[config.mk]
export PLATFORM = sky130hd
export DESIGN_NAME = agc_loop_ctrl_flat
export DESIGN_NICKNAME = d
export VERILOG_FILES = /design/src/rtl/agc_pkg.sv /design/src/rtl/agc_loop_ctrl_if.sv /design/src/rtl/agc_dec_strobe.sv /design/src/rtl/agc_loop_ctrl.sv /design/src/flat_wrapper.sv
export SDC_FILE = /design/constraint.sdc
export NUM_CORES = 1
export LEC_CHECK = 0
export ABC_AREA = 1
export CORE_ASPECT_RATIO = 0.75
export CORE_MARGIN = 2
export CORE_UTILIZATION = 49
export CTS_CLUSTER_SIZE = 25
export DETAILED_ROUTE_END_ITERATION = 7
export PLACE_DENSITY = 0.75
export SYNTH_ARGS = -nofsm -noshare
export SYNTH_HDL_FRONTEND = slang
export SYNTH_HIERARCHICAL = 1
export SYNTH_SLANG_ARGS = --single-unit
[constraint.sdc]
create_clock -name clk -period 2.8 [get_ports clk]
set_input_delay 0.56 -clock clk [delete_from_list [all_inputs] [get_ports clk]]
set_output_delay 0.56 -clock clk [all_outputs]
set_load 0.05 [all_outputs]
[src/rtl/agc_pkg.sv]
// Shared types and constants for the AGC loop controller.
// Latency: n/a (declarations only).
// Backpressure: n/a.
package agc_pkg;

    localparam int ERR_W  = 15;
    localparam int MANT_W = 8;
    localparam int EXP_W  = 4;

    typedef enum logic [1:0] {
        ST_IDLE  = 2'd0,
        ST_ACQ   = 2'd1,
        ST_TRACK = 2'd2,
        ST_HOLD  = 2'd3
    } agc_state_e;

    localparam logic [2:0] CFG_THRESH   = 3'd0;
    localparam logic [2:0] CFG_ACQ_MANT = 3'd1;
    localparam logic [2:0] CFG_ACQ_EXP  = 3'd2;
    localparam logic [2:0] CFG_TRK_MANT = 3'd3;
    localparam logic [2:0] CFG_TRK_EXP  = 3'd4;

    typedef struct packed {
        logic [MANT_W-1:0] thresh;
        logic [MANT_W-1:0] acq_mant;
        logic [EXP_W-1:0]  acq_exp;
        logic [MANT_W-1:0] trk_mant;
        logic [EXP_W-1:0]  trk_exp;
    } agc_cfg_t;

endpackage

[src/rtl/agc_loop_ctrl_if.sv]
// Control/status bundle between the AGC sequencer and its driver; AGC_ACQ_TIMEOUT_EN adds acq_timeout.
// Latency: n/a (wires only).
// Backpressure: none; all signals are level/strobe qualified.
interface agc_loop_ctrl_if;
    import agc_pkg::*;

    logic                    enable;
    logic                    hold_req;
    logic signed [ERR_W-1:0] err_in;
    logic                    cfg_wr;
    logic [2:0]              cfg_sel;
    logic [MANT_W-1:0]       cfg_data;

    logic                    dec_stb;
    logic [MANT_W-1:0]       threshold;
    logic [MANT_W-1:0]       mantissa;
    logic [EXP_W-1:0]        exp;
    logic                    int_freeze;
    agc_state_e              state;
    logic                    locked;
`ifdef AGC_ACQ_TIMEOUT_EN
    logic                    acq_timeout;
`endif

    modport master (
        output enable, hold_req, err_in, cfg_wr, cfg_sel, cfg_data,
        input  dec_stb, threshold, mantissa, exp, int_freeze, state, locked
`ifdef AGC_ACQ_TIMEOUT_EN
        , input acq_timeout
`endif
    );

    modport slave (
        input  enable, hold_req, err_in, cfg_wr, cfg_sel, cfg_data,
        output dec_stb, threshold, mantissa, exp, int_freeze, state, locked
`ifdef AGC_ACQ_TIMEOUT_EN
        , output acq_timeout
`endif
    );

endinterface

[src/rtl/agc_dec_strobe.sv]
// Decimation counter: one-cycle dec_stb every DECIM enabled cycles.
// Latency: first strobe DECIM cycles after enable rises; enable low clears the count.
// Backpressure: none.
module agc_dec_strobe #(
    parameter int DECIM = 8
) (
    input  logic clk,
    input  logic rst,
    input  logic enable,
    output logic dec_stb
);

    localparam int            CW   = $clog2(DECIM);
    localparam logic [CW-1:0] LAST = CW'(DECIM - 1);

    logic [CW-1:0] cnt_q, cnt_d;
    logic          stb_q, stb_d;

    always_comb begin
        cnt_d = '0;
        stb_d = 1'b0;
        if (enable) begin
            stb_d = (cnt_q == LAST);
            cnt_d = (cnt_q == LAST) ? '0 : cnt_q + 1'b1;
        end
    end

    always_ff @(posedge clk) begin
        if (rst) begin
            cnt_q <= '0;
            stb_q <= 1'b0;
        end else begin
            cnt_q <= cnt_d;
            stb_q <= stb_d;
        end
    end

    assign dec_stb = stb_q;

endmodule

[src/rtl/agc_loop_ctrl.sv]
// AGC sequencer: decimation strobe, ACQ/TRACK/HOLD lock FSM, strobe-aligned config; AGC_ACQ_TIMEOUT_EN adds acq timeout.
// Latency: all outputs registered, new state visible one cycle after the deciding strobe.
// Backpressure: none; err_in/hold_req only sampled on dec_stb cycles.
module agc_loop_ctrl
    import agc_pkg::*;
#(
    parameter int                DECIM        = 8,
    parameter int                LOCK_TOL     = 64,
    parameter int                LOCK_N       = 4,
    parameter int                UNLOCK_TOL   = 512,
    parameter int                UNLOCK_N     = 2,
    parameter logic [MANT_W-1:0] DEF_THRESH   = 8'd128,
    parameter logic [MANT_W-1:0] DEF_ACQ_MANT = 8'd192,
    parameter logic [EXP_W-1:0]  DEF_ACQ_EXP  = 4'd2,
    parameter logic [MANT_W-1:0] DEF_TRK_MANT = 8'd128,
    parameter logic [EXP_W-1:0]  DEF_TRK_EXP  = 4'd6
`ifdef AGC_ACQ_TIMEOUT_EN
    , parameter int              ACQ_TIMEOUT  = 64
`endif
) (
    input  logic            clk,
    input  logic            rst,
    agc_loop_ctrl_if.slave  bus
);

    localparam int LCW = $clog2(LOCK_N + 1);
    localparam int UCW = $clog2(UNLOCK_N + 1);
    localparam logic [LCW-1:0]   LOCK_LAST   = LCW'(LOCK_N - 1);
    localparam logic [UCW-1:0]   UNLOCK_LAST = UCW'(UNLOCK_N - 1);
    localparam logic [ERR_W-2:0] LOCK_TOL_M   = (ERR_W-1)'(LOCK_TOL);
    localparam logic [ERR_W-2:0] UNLOCK_TOL_M = (ERR_W-1)'(UNLOCK_TOL);
    localparam agc_cfg_t DEF_CFG = '{DEF_THRESH, DEF_ACQ_MANT, DEF_ACQ_EXP,
                                     DEF_TRK_MANT, DEF_TRK_EXP};

    logic dec_stb;

    agc_dec_strobe #(.DECIM(DECIM)) u_dec_strobe (
        .clk     (clk),
        .rst     (rst),
        .enable  (bus.enable),
        .dec_stb (dec_stb)
    );

    agc_state_e        state_q, state_d, saved_q, saved_d;
    logic [LCW-1:0]    lock_cnt_q, lock_cnt_d;
    logic [UCW-1:0]    unlock_cnt_q, unlock_cnt_d;
    agc_cfg_t          shadow_q, shadow_d, active_q, active_d;
    logic [MANT_W-1:0] mant_q, mant_d;
    logic [EXP_W-1:0]  exp_q, exp_d;
    logic              locked_q, locked_d, freeze_q, freeze_d;
`ifdef AGC_ACQ_TIMEOUT_EN
    localparam int            TOW     = $clog2(ACQ_TIMEOUT);
    localparam logic [TOW-1:0] TO_LAST = TOW'(ACQ_TIMEOUT - 1);
    logic [TOW-1:0] to_cnt_q, to_cnt_d;
    logic           to_pulse_q, to_pulse_d;
`endif

    // -16384 has no positive 15-bit twin; saturate it to 16383.
    logic [ERR_W-1:0] err_neg;
    logic [ERR_W-2:0] err_mag;
    logic             in_lock, out_lock;

    always_comb begin
        err_neg = -bus.err_in;
        err_mag = bus.err_in[ERR_W-2:0];
        if (bus.err_in[ERR_W-1]) begin
            err_mag = err_neg[ERR_W-1] ? '1 : err_neg[ERR_W-2:0];
        end
        in_lock  = (err_mag <= LOCK_TOL_M);
        out_lock = (err_mag > UNLOCK_TOL_M);
    end

    always_comb begin
        state_d      = state_q;
        saved_d      = saved_q;
        lock_cnt_d   = lock_cnt_q;
        unlock_cnt_d = unlock_cnt_q;
        shadow_d     = shadow_q;
        active_d     = active_q;
`ifdef AGC_ACQ_TIMEOUT_EN
        to_cnt_d     = to_cnt_q;
        to_pulse_d   = 1'b0;
`endif
        if (bus.cfg_wr) begin
            case (bus.cfg_sel)
                CFG_THRESH:   shadow_d.thresh   = bus.cfg_data;
                CFG_ACQ_MANT: shadow_d.acq_mant = bus.cfg_data;
                CFG_ACQ_EXP:  shadow_d.acq_exp  = bus.cfg_data[EXP_W-1:0];
                CFG_TRK_MANT: shadow_d.trk_mant = bus.cfg_data;
                CFG_TRK_EXP:  shadow_d.trk_exp  = bus.cfg_data[EXP_W-1:0];
                default: ;
            endcase
        end
        // Copy the pre-write shadow so a same-cycle write lands at the following strobe.
        if (dec_stb) active_d = shadow_q;

        if (!bus.enable) begin
            state_d = ST_IDLE;
        end else begin
            case (state_q)
                ST_IDLE: state_d = ST_ACQ;
                ST_ACQ: if (dec_stb) begin
                    if (bus.hold_req) begin
                        state_d = ST_HOLD;
                        saved_d = ST_ACQ;
                    end else begin
                        lock_cnt_d = in_lock ? lock_cnt_q + 1'b1 : '0;
                        if (in_lock && lock_cnt_q == LOCK_LAST) state_d = ST_TRACK;
`ifdef AGC_ACQ_TIMEOUT_EN
                        else if (to_cnt_q == TO_LAST) begin
                            to_cnt_d   = '0;
                            lock_cnt_d = '0;
                            to_pulse_d = 1'b1;
                        end else to_cnt_d = to_cnt_q + 1'b1;
`endif
                    end
                end
                ST_TRACK: if (dec_stb) begin
                    if (bus.hold_req) begin
                        state_d = ST_HOLD;
                        saved_d = ST_TRACK;
                    end else begin
                        unlock_cnt_d = out_lock ? unlock_cnt_q + 1'b1 : '0;
                        if (out_lock && unlock_cnt_q == UNLOCK_LAST) state_d = ST_ACQ;
                    end
                end
                ST_HOLD: if (dec_stb && !bus.hold_req) state_d = saved_q;
                default: state_d = ST_IDLE;
            endcase
        end

        if (state_d != state_q || !bus.enable) begin
            lock_cnt_d   = '0;
            unlock_cnt_d = '0;
        end
`ifdef AGC_ACQ_TIMEOUT_EN
        // Returning from HOLD resumes the paused timeout count.
        if (state_d == ST_IDLE ||
            (state_d == ST_ACQ && state_q != ST_ACQ && state_q != ST_HOLD)) to_cnt_d = '0;
`endif
        locked_d = (state_d == ST_TRACK) || (state_d == ST_HOLD && saved_d == ST_TRACK);
        freeze_d = (state_d == ST_IDLE) || (state_d == ST_HOLD);
        mant_d   = locked_d ? active_d.trk_mant : active_d.acq_mant;
        exp_d    = locked_d ? active_d.trk_exp  : active_d.acq_exp;
    end

    always_ff @(posedge clk) begin
        if (rst) begin
            state_q      <= ST_IDLE;
            saved_q      <= ST_IDLE;
            lock_cnt_q   <= '0;
            unlock_cnt_q <= '0;
            shadow_q     <= DEF_CFG;
            active_q     <= DEF_CFG;
            mant_q       <= DEF_ACQ_MANT;
            exp_q        <= DEF_ACQ_EXP;
            locked_q     <= 1'b0;
            freeze_q     <= 1'b1;
`ifdef AGC_ACQ_TIMEOUT_EN
            to_cnt_q     <= '0;
            to_pulse_q   <= 1'b0;
`endif
        end else begin
            state_q      <= state_d;
            saved_q      <= saved_d;
            lock_cnt_q   <= lock_cnt_d;
            unlock_cnt_q <= unlock_cnt_d;
            shadow_q     <= shadow_d;
            active_q     <= active_d;
            mant_q       <= mant_d;
            exp_q        <= exp_d;
            locked_q     <= locked_d;
            freeze_q     <= freeze_d;
`ifdef AGC_ACQ_TIMEOUT_EN
            to_cnt_q     <= to_cnt_d;
            to_pulse_q   <= to_pulse_d;
`endif
        end
    end

    assign bus.dec_stb    = dec_stb;
    assign bus.threshold  = active_q.thresh;
    assign bus.mantissa   = mant_q;
    assign bus.exp        = exp_q;
    assign bus.int_freeze = freeze_q;
    assign bus.state      = state_q;
    assign bus.locked     = locked_q;
`ifdef AGC_ACQ_TIMEOUT_EN
    assign bus.acq_timeout = to_pulse_q;
`endif

endmodule

[src/flat_wrapper.sv]
// flat-port wrapper written by rule: the top's interface ports become plain ports
module agc_loop_ctrl_flat import agc_pkg::*;
#(
    parameter int                DECIM        = 8,
    parameter int                LOCK_TOL     = 64,
    parameter int                LOCK_N       = 4,
    parameter int                UNLOCK_TOL   = 512,
    parameter int                UNLOCK_N     = 2,
    parameter logic [MANT_W-1:0] DEF_THRESH   = 8'd128,
    parameter logic [MANT_W-1:0] DEF_ACQ_MANT = 8'd192,
    parameter logic [EXP_W-1:0]  DEF_ACQ_EXP  = 4'd2,
    parameter logic [MANT_W-1:0] DEF_TRK_MANT = 8'd128,
    parameter logic [EXP_W-1:0]  DEF_TRK_EXP  = 4'd6

)
  (clk, rst, bus_enable, bus_hold_req, bus_err_in, bus_cfg_wr, bus_cfg_sel, bus_cfg_data, bus_dec_stb, bus_threshold, bus_mantissa, bus_exp, bus_int_freeze, bus_state, bus_locked);
  agc_loop_ctrl_if bus_i ();
  input  logic clk;
  input  logic rst;
  input wire logic [$bits(bus_i.enable)-1:0] bus_enable;
  input wire logic [$bits(bus_i.hold_req)-1:0] bus_hold_req;
  input wire logic [$bits(bus_i.err_in)-1:0] bus_err_in;
  input wire logic [$bits(bus_i.cfg_wr)-1:0] bus_cfg_wr;
  input wire logic [$bits(bus_i.cfg_sel)-1:0] bus_cfg_sel;
  input wire logic [$bits(bus_i.cfg_data)-1:0] bus_cfg_data;
  output wire logic [$bits(bus_i.dec_stb)-1:0] bus_dec_stb;
  output wire logic [$bits(bus_i.threshold)-1:0] bus_threshold;
  output wire logic [$bits(bus_i.mantissa)-1:0] bus_mantissa;
  output wire logic [$bits(bus_i.exp)-1:0] bus_exp;
  output wire logic [$bits(bus_i.int_freeze)-1:0] bus_int_freeze;
  output wire logic [$bits(bus_i.state)-1:0] bus_state;
  output wire logic [$bits(bus_i.locked)-1:0] bus_locked;
  assign bus_i.enable = bus_enable;
  assign bus_i.hold_req = bus_hold_req;
  assign bus_i.err_in = bus_err_in;
  assign bus_i.cfg_wr = bus_cfg_wr;
  assign bus_i.cfg_sel = bus_cfg_sel;
  assign bus_i.cfg_data = bus_cfg_data;
  assign bus_dec_stb = bus_i.dec_stb;
  assign bus_threshold = bus_i.threshold;
  assign bus_mantissa = bus_i.mantissa;
  assign bus_exp = bus_i.exp;
  assign bus_int_freeze = bus_i.int_freeze;
  assign bus_state = bus_i.state;
  assign bus_locked = bus_i.locked;
  agc_loop_ctrl #(.DECIM(DECIM), .LOCK_TOL(LOCK_TOL), .LOCK_N(LOCK_N), .UNLOCK_TOL(UNLOCK_TOL), .UNLOCK_N(UNLOCK_N), .DEF_THRESH(DEF_THRESH), .DEF_ACQ_MANT(DEF_ACQ_MANT), .DEF_ACQ_EXP(DEF_ACQ_EXP), .DEF_TRK_MANT(DEF_TRK_MANT), .DEF_TRK_EXP(DEF_TRK_EXP)) u_core (.clk(clk), .rst(rst), .bus(bus_i));
endmodule
==> Word level (Yosys, flattened, before mapping) <==
Index checks and enable logic that the tools add are counted.
W data, S select, Z words.
{ "word_totals": {"ramBits": 0, "output_inout_bits": 25, "memories": 0, "input_bits": 31, "latch_bits": 0, "elab_cells": 86, "register_bits": 91, "rom_bits": 0} }
{ "classes": {"magnitude_cmp": 2, "n_reduce_logical": 22, "div_mod_pow": 0, "n_mul": 0, "shifts": 0, "n_bitwise": 2, "n_addsub": 4, "n_eq_ne": 14, "mux": 22} }
{ "op_table": {"columns": ["op", "count"], "rows": [
  ["$mux W14", 2],
  ["$mux W2", 14],
  ["$mux W24", 1],
  ["$neg A15 Y15", 1],
  ["$gt A14 B10 Y1 const B", 1],
  ["$le A14 B7 Y1 const B", 1],
  ["$eq A2 B2 Y1 const B", 5],
  ["$reduce_and A2 Y1", 5],
  ["$eq A3 B2 Y1 const B", 3],
  ["$mux W8", 1],
  ["$pmux W2 S4", 1],
  ["$reduce_and A4 Y1", 2],
  ["$add A3 B1 Y3 const B", 2],
  ["$eq A3 B3 Y1 const B", 2],
  ["$eq A2 B1 Y1 const B", 2],
  ["$logic_and A1 B1 Y1", 4],
  ["$logic_not A2 Y1", 2],
  ["$mux W4", 1],
  ["$pmux W2 S2", 1],
  ["$reduce_or A2 Y1", 2],
  ["$eq A3 B1 Y1 const B", 1],
  ["$logic_not A3 Y1", 1],
  ["$logic_or A1 B1 Y1", 3],
  ["$mux W3", 1],
  ["5 further kinds", 7]
]} }

==> Logic depth before layout (Yosys ltp) <==
{ "depth": {"depth_word": 14, "depth_mapped": 26, "depth_no_buf": 26} }

==> Hierarchy <==
The synthesis kept the hierarchy.
{ "by_module_without_submodules": {"columns": ["module", "seq_area_each_um2", "cells_per_inst", "n_inst", "area_per_inst_um2"], "rows": [
  ["agc_loop_ctrl", 1741.7, 557, 1, 3936.3],
  ["agc_dec_strobe", 80.1, 16, 1, 148.9]
]} }

==> Worst setup path before layout <==
OpenSTA, ideal clock, no wires.
{ "synth_path": {"path_type": "input port to flip-flop", "start": "input port bus_err_in[0]", "end": "register u_core.exp_q[0] (netlist: u_core/bus.exp[0])", "required_ns": 2.730, "arrival_ns": 2.866, "setup_slack_ns": -0.136, "path_buffers": 0, "setup_time_ns": 0.070, "cell_stages": 23, "path_cell_list": "inv_1 > ha_1 > or2_0 > nor2_1 > nand2_1 > nand2_1 > nand2_1 > nor2_2 > nor2_1 > nor2_2 > nand3_1 > nand2_1 > nand2_1 > nand2_1 > nand2_1 > nand2_2 > nand2_1 > inv_1 > ha_1 > nand3_1 > a21oi_1 > nor2_1 > a21oi_1"} }
{ "synth_via": {"elab_chain_len": 14, "word_cells_on_any_way": 20, "classes_between": "1 x add/sub; 2 x order compare; 2 x eq/ne; 11 x mux; 4 x reduce/logical"} }
{ "synth_lines": {"columns": ["item", "line", "source"], "rows": [
  ["from (decl)", "flat_wrapper.sv:22", "input wire logic [$bits(bus_i.err_in)-1:0] bus_err_in;"],
  ["$neg A15 Y15", "agc_loop_ctrl.sv:64", "err_neg = -bus.err_in;"],
  ["$mux W14", "agc_loop_ctrl.sv:67", "err_mag = err_neg[ERR_W-1] ? '1 : err_neg[ERR_W-2:0];"],
  ["$mux W14 (*)", "agc_loop_ctrl.sv:66", "if (bus.err_in[ERR_W-1]) begin"],
  ["$gt A14 B10 Y1 or $le A14 B7 Y1 (tied branches)", "agc_loop_ctrl.sv:70, agc_loop_ctrl.sv:69", null],
  ["$logic_and A1 B1 Y1 (on tied branches)", "agc_loop_ctrl.sv:124, agc_loop_ctrl.sv:108", null],
  ["$mux W2 (on tied branches)", "agc_loop_ctrl.sv:124, agc_loop_ctrl.sv:108", null],
  ["$mux W2 (on tied branches)", "agc_loop_ctrl.sv:119, agc_loop_ctrl.sv:103", null],
  ["$mux W2 (on tied branches)", "agc_loop_ctrl.sv:118, agc_loop_ctrl.sv:102", null],
  ["$pmux W2 S4 (*)", "agc_loop_ctrl.sv:100", "case (state_q)"],
  ["$mux W2 (*)", "agc_loop_ctrl.sv:97", "if (!bus.enable) begin"],
  ["$eq A2 B2 Y1", "agc_loop_ctrl.sv:141", "locked_d = (state_d == ST_TRACK) || (state_d == ST_HOLD && saved_d == ST_TRACK);"],
  ["$logic_and A1 B1 Y1", "agc_loop_ctrl.sv:141", null],
  ["$logic_or A1 B1 Y1 (*)", "agc_loop_ctrl.sv:141", null],
  ["$mux W4 (*)", "agc_loop_ctrl.sv:144", "exp_d = locked_d ? active_d.trk_exp : active_d.acq_exp;"],
  ["to (signal assigned)", "agc_loop_ctrl.sv:171", "exp_q <= exp_d;"],
  ["to (decl)", "agc_loop_ctrl.sv:49", "logic [EXP_W-1:0] exp_q, exp_d;"]
]} }
Every way passes the cells marked *; elsewhere a longest branch is shown, timed or not.
A chain may end at the register's enable or synchronous reset.

==> Worst setup path after layout <==
{ "layout_path": {"start": "input port bus_err_in[9]", "end": "register u_core.mant_q[0] (netlist: u_core/bus.mantissa[0])"} }
{ "layout_via": {"elab_chain_len": 14, "word_cells_on_any_way": 20, "classes_between": "1 x add/sub; 2 x order compare; 2 x eq/ne; 11 x mux; 4 x reduce/logical"} }
{ "layout_lines": {"columns": ["item", "line", "source"], "rows": [
  ["$neg A15 Y15", "agc_loop_ctrl.sv:64", null],
  ["$mux W14", "agc_loop_ctrl.sv:67", null],
  ["$mux W14 (*)", "agc_loop_ctrl.sv:66", null],
  ["$gt A14 B10 Y1 or $le A14 B7 Y1 (tied branches)", "agc_loop_ctrl.sv:70, agc_loop_ctrl.sv:69", null],
  ["$logic_and A1 B1 Y1 (on tied branches)", "agc_loop_ctrl.sv:124, agc_loop_ctrl.sv:108", null],
  ["$mux W2 (on tied branches)", "agc_loop_ctrl.sv:124, agc_loop_ctrl.sv:108", null],
  ["$mux W2 (on tied branches)", "agc_loop_ctrl.sv:119, agc_loop_ctrl.sv:103", null],
  ["$mux W2 (on tied branches)", "agc_loop_ctrl.sv:118, agc_loop_ctrl.sv:102", null],
  ["$pmux W2 S4 (*)", "agc_loop_ctrl.sv:100", null],
  ["$mux W2 (*)", "agc_loop_ctrl.sv:97", null],
  ["net u_core.state_d[0]", "agc_loop_ctrl.sv:44", "agc_state_e state_q, state_d, saved_q, saved_d;"],
  ["$eq A2 B2 Y1", "agc_loop_ctrl.sv:141", null],
  ["$logic_and A1 B1 Y1", "agc_loop_ctrl.sv:141", null],
  ["$logic_or A1 B1 Y1 (*)", "agc_loop_ctrl.sv:141", null],
  ["$mux W8 (*)", "agc_loop_ctrl.sv:143", "mant_d = locked_d ? active_d.trk_mant : active_d.acq_mant;"],
  ["to (signal assigned)", "agc_loop_ctrl.sv:170", "mant_q <= mant_d;"],
  ["to (decl)", "agc_loop_ctrl.sv:48", "logic [MANT_W-1:0] mant_q, mant_d;"]
]} }
The timed path passes the listed nets; every way through them passes the cells marked *.

==> metrics.yaml <==
run_status:
  outcome: "complete, no violations"
placed_design:
  dp_hpwl_um: 6960
  place_congestion: 0.873
  io_buffers: 55
critical_path:
  worstPathArrival_ns: 2.97
  rrSetupSlack_ns: 0.47
  worst-setup-path-type: "in2reg"
  reg2reg_to: "u_core/bus.mantissa[0]"
  end_kind: "flop"
  start_kind: "primary input"
  timing.rr.start: "u_core/bus.state[0]"
  required_ns: 3.09
  crit_fanout: 5
  reg2reg_depth: 9
worst_hold_path:
  hold_end: "u_core/u_dec_strobe/cnt_q[0]"
  hold_path_startpoint: "u_core/u_dec_strobe/cnt_q[0]"
  holdCritPathClass: "reg2reg"
  min_path_cells: 1
yosys:
  ys_ff_latch: 91
  ys_seq_area_frac: 0.446
  yosys_warnings: 6
  synthArstFlopShare: 0
  ys_types: 28
  synth_cells: 573
  yosysTopAreaCellShare: 0.446
  synth_edf_count: 0
  yosysMostFrequentCell: "nor2_1"
  avgSynthCellArea_um2: 7.13
  synthTopCellsByArea: "dfxtp_1 45%, nor2_1 11%, nand2_1 9.3%, o21ai_0 7.2%, inv_1 5.4%"
  synthFlopType: "dfxtp_1"
  syn_area_um2: 4090
  synth_fp_nets: 616
  netlist_top_cells_count: "120 x nor2_1, 101 x nand2_1, 91 x dfxtp_1, 59 x inv_1, 59 x o21ai_0"
  synth_top_area_cell: "dfxtp_1"
timing:
  setup_tns_ns: 0
  finalClockSkew_ns: 0.0101
  setup_violations: 0
  maxSlewViolCount: 0
  min_period_over_period: 0.958
  fmaxAchievable_mhz: 373
  rsz0062_at_grt: "yes"
  relSlewSlack: 0.567
  worstMarginPinSlew_ns: 0.649
  finalHoldViolations: 0
  period_needed_ns: 2.68
global_route:
  grt_pass1_vias: 3692
  grt_usage: 0.225
  overflow: 0
  grt_max_degree: 43
  antenna_found_initial: 0
  grt_pass1_wl_um: 16600
drt:
  detail-route-antenna-nets: 0
  drt-vias-per-instance: 5.17
  post-route-drc-count: 0
  num_vias: 3929
  postRouteWirelength_um: 10200
  drt_pass1_iterations: 5
  drtIter0Drc: 275
  wl_per_cell_um: 13.4
power_and_ir_drop:
  ir_worst_vdd_mv: 0.352
  p_leak_nw: 2.38
  power.density_nw_per_um2: 462
clock_tree:
  cts_tree: "done"
  root_buffer: "clkbuf_8"
  htree_levels: 3
  clk_pin_slew_ns: 0.09
  hold_buffers: 0
  clk_latency_ns: 0.36
  clkSinkCount: 91
  cts_made_buffers: 9
  cts_buffer_depth: 2
cells_and_area:
  finalNetCount: 693
  layout-drive-gt1-share: 0.192
  final_util: 0.659
  syn_to_final_growth_pct: 28.8
  antenna_cells: 0
floorplan:
  start_util: 0.511
  floorplan.die_area_um2: 9090
  ios: 56
  core_um2: 7990
  die_y_um: 83.1
  die_x_um: 109
  rows: 28
run:
  drv_cap: 0
-- worst max path at each step --
stage,from,endpoint,slack [ns],cells past startpoint
after detailed placement,bus_err_in[0],u_core/bus.exp[3],-0.86,24
after global placement,bus_err_in[0],u_core/bus.exp[3],-0.73,24
after CTS,bus_err_in[11],u_core/bus.mantissa[0],0.002,22
after floorplan,bus_err_in[0],u_core/bus.mantissa[6],0.002,22
after global routing,bus_err_in[9],u_core/bus.mantissa[0],-0.05,23
final,bus_err_in[9],u_core/bus.mantissa[0],0.12,23
-- area by class of cell --
cell class                      instances  area, um2
Sequential cell                        91       1820
Timing Repair Buffer                   90        803
Tap cell                              105        131
Multi-Input combinational cell        396       2080
Inverter                               62        235
Clock inverter                          6       47.5
Clock buffer                           10        138
Fill cell                             693       2730
-- metal layers --
layer	global-route usage	routed length [um]	vias to the layer above	part of all wire
li1	-	-	1964	-
met1	0.302	4650	1820	0.46
met2	0.374	4810	126	0.47
met3	0.0455	599	19	0.059
met4	0.0483	111	0	0.011
met5	0	0	-	0
-- cell families after synthesis --
group                      after synthesis  share of synthesized area
and+or+nand+nor                        285                      0.297
AOI/OAI and AO/OA                       92                      0.117
DFF                                     91                      0.446
buffers and inverters                   87                     0.0882
adders and majority gates               12                     0.0368
muxes                                    6                     0.0150
-- placed cells by master (no fill, tap or decap), drive strengths merged, types with 3 or more instances in the layout --
cell and n:
nor2 131, nand2 109, dfxtp 91, inv 65
o21ai 61, clkdlybuf4s50 39, buf 38, nand3 38
a21oi 24, clkbuf 17, ha 12, mux2i 5
dlymetal6s2s 4, nand4 3, o22ai 3, clkinv 3
-- timing repair --
item,in CTS,in global routing
pin swaps,21,34
setup buffers,2,6
resized for setup,29,55
gates cloned,1,0
endpoints found under the setup margin,14,14
-- state kept, by name, indices dropped and copies added (netlist names) --
register and flops:
u_core/bus.mantissa 8, u_core/lock_cnt_q 3, u_core/bus.threshold 8, u_core/bus.locked 1, u_core/bus.exp 4, u_core/bus.int_freeze 1, u_core/saved_q 2, u_core/u_dec_strobe/cnt_q 3
u_core/u_dec_strobe/dec_stb 1, u_core/bus.state 2, u_core/active_q 24, u_core/unlock_cnt_q 2, u_core/shadow_q 32
-- power breakdown --
part	internal (mW)	total, mW	switching (mW)	leakage, nW
Combinational	0.112	0.263	0.151	1.55
Sequential	1.31	1.32	0.00993	0.737
Clock	0.358	0.847	0.489	0.0989
Total	1.78	2.43	0.650	2.38
-- critical path, stage by stage --
cell and delay [ns]:
dlygate4sd2_1 0.26, nor2_2 0.16, nand2_2 0.10, nor2_4 0.13, nand2_2 0.10, nand3_1 0.12
nor2_1 0.07, nand3_1 0.08, nand2_1 0.06, nand2_2 0.08, nand2_1 0.05, nand2_1 0.05
nand2_1 0.04, nand2_1 0.05, nand2_1 0.05, nand2_2 0.08, nand2_4 0.06, inv_1 0.10
ha_4 0.15, nand3_4 0.11, a21oi_4 0.28, nor2_1 0.07, a21oi_1 0.14
-- through the flow --
step	setup WS (ns)	power [mW]	hold slack [ns]	cell area, um2	std cells
after global placement	-0.726	1.58	0.406	4860	735
after CTS	0.00192	2.42	0.434	5130	754
after detailed placement	-0.861	1.59	0.421	4860	735
after floorplan	0.00224	1.47	0.397	4100	573
after global routing	-0.0529	2.54	0.448	5260	760
final	0.118	2.43	0.432	5260	760
Power figures use the tool's default switching activity.
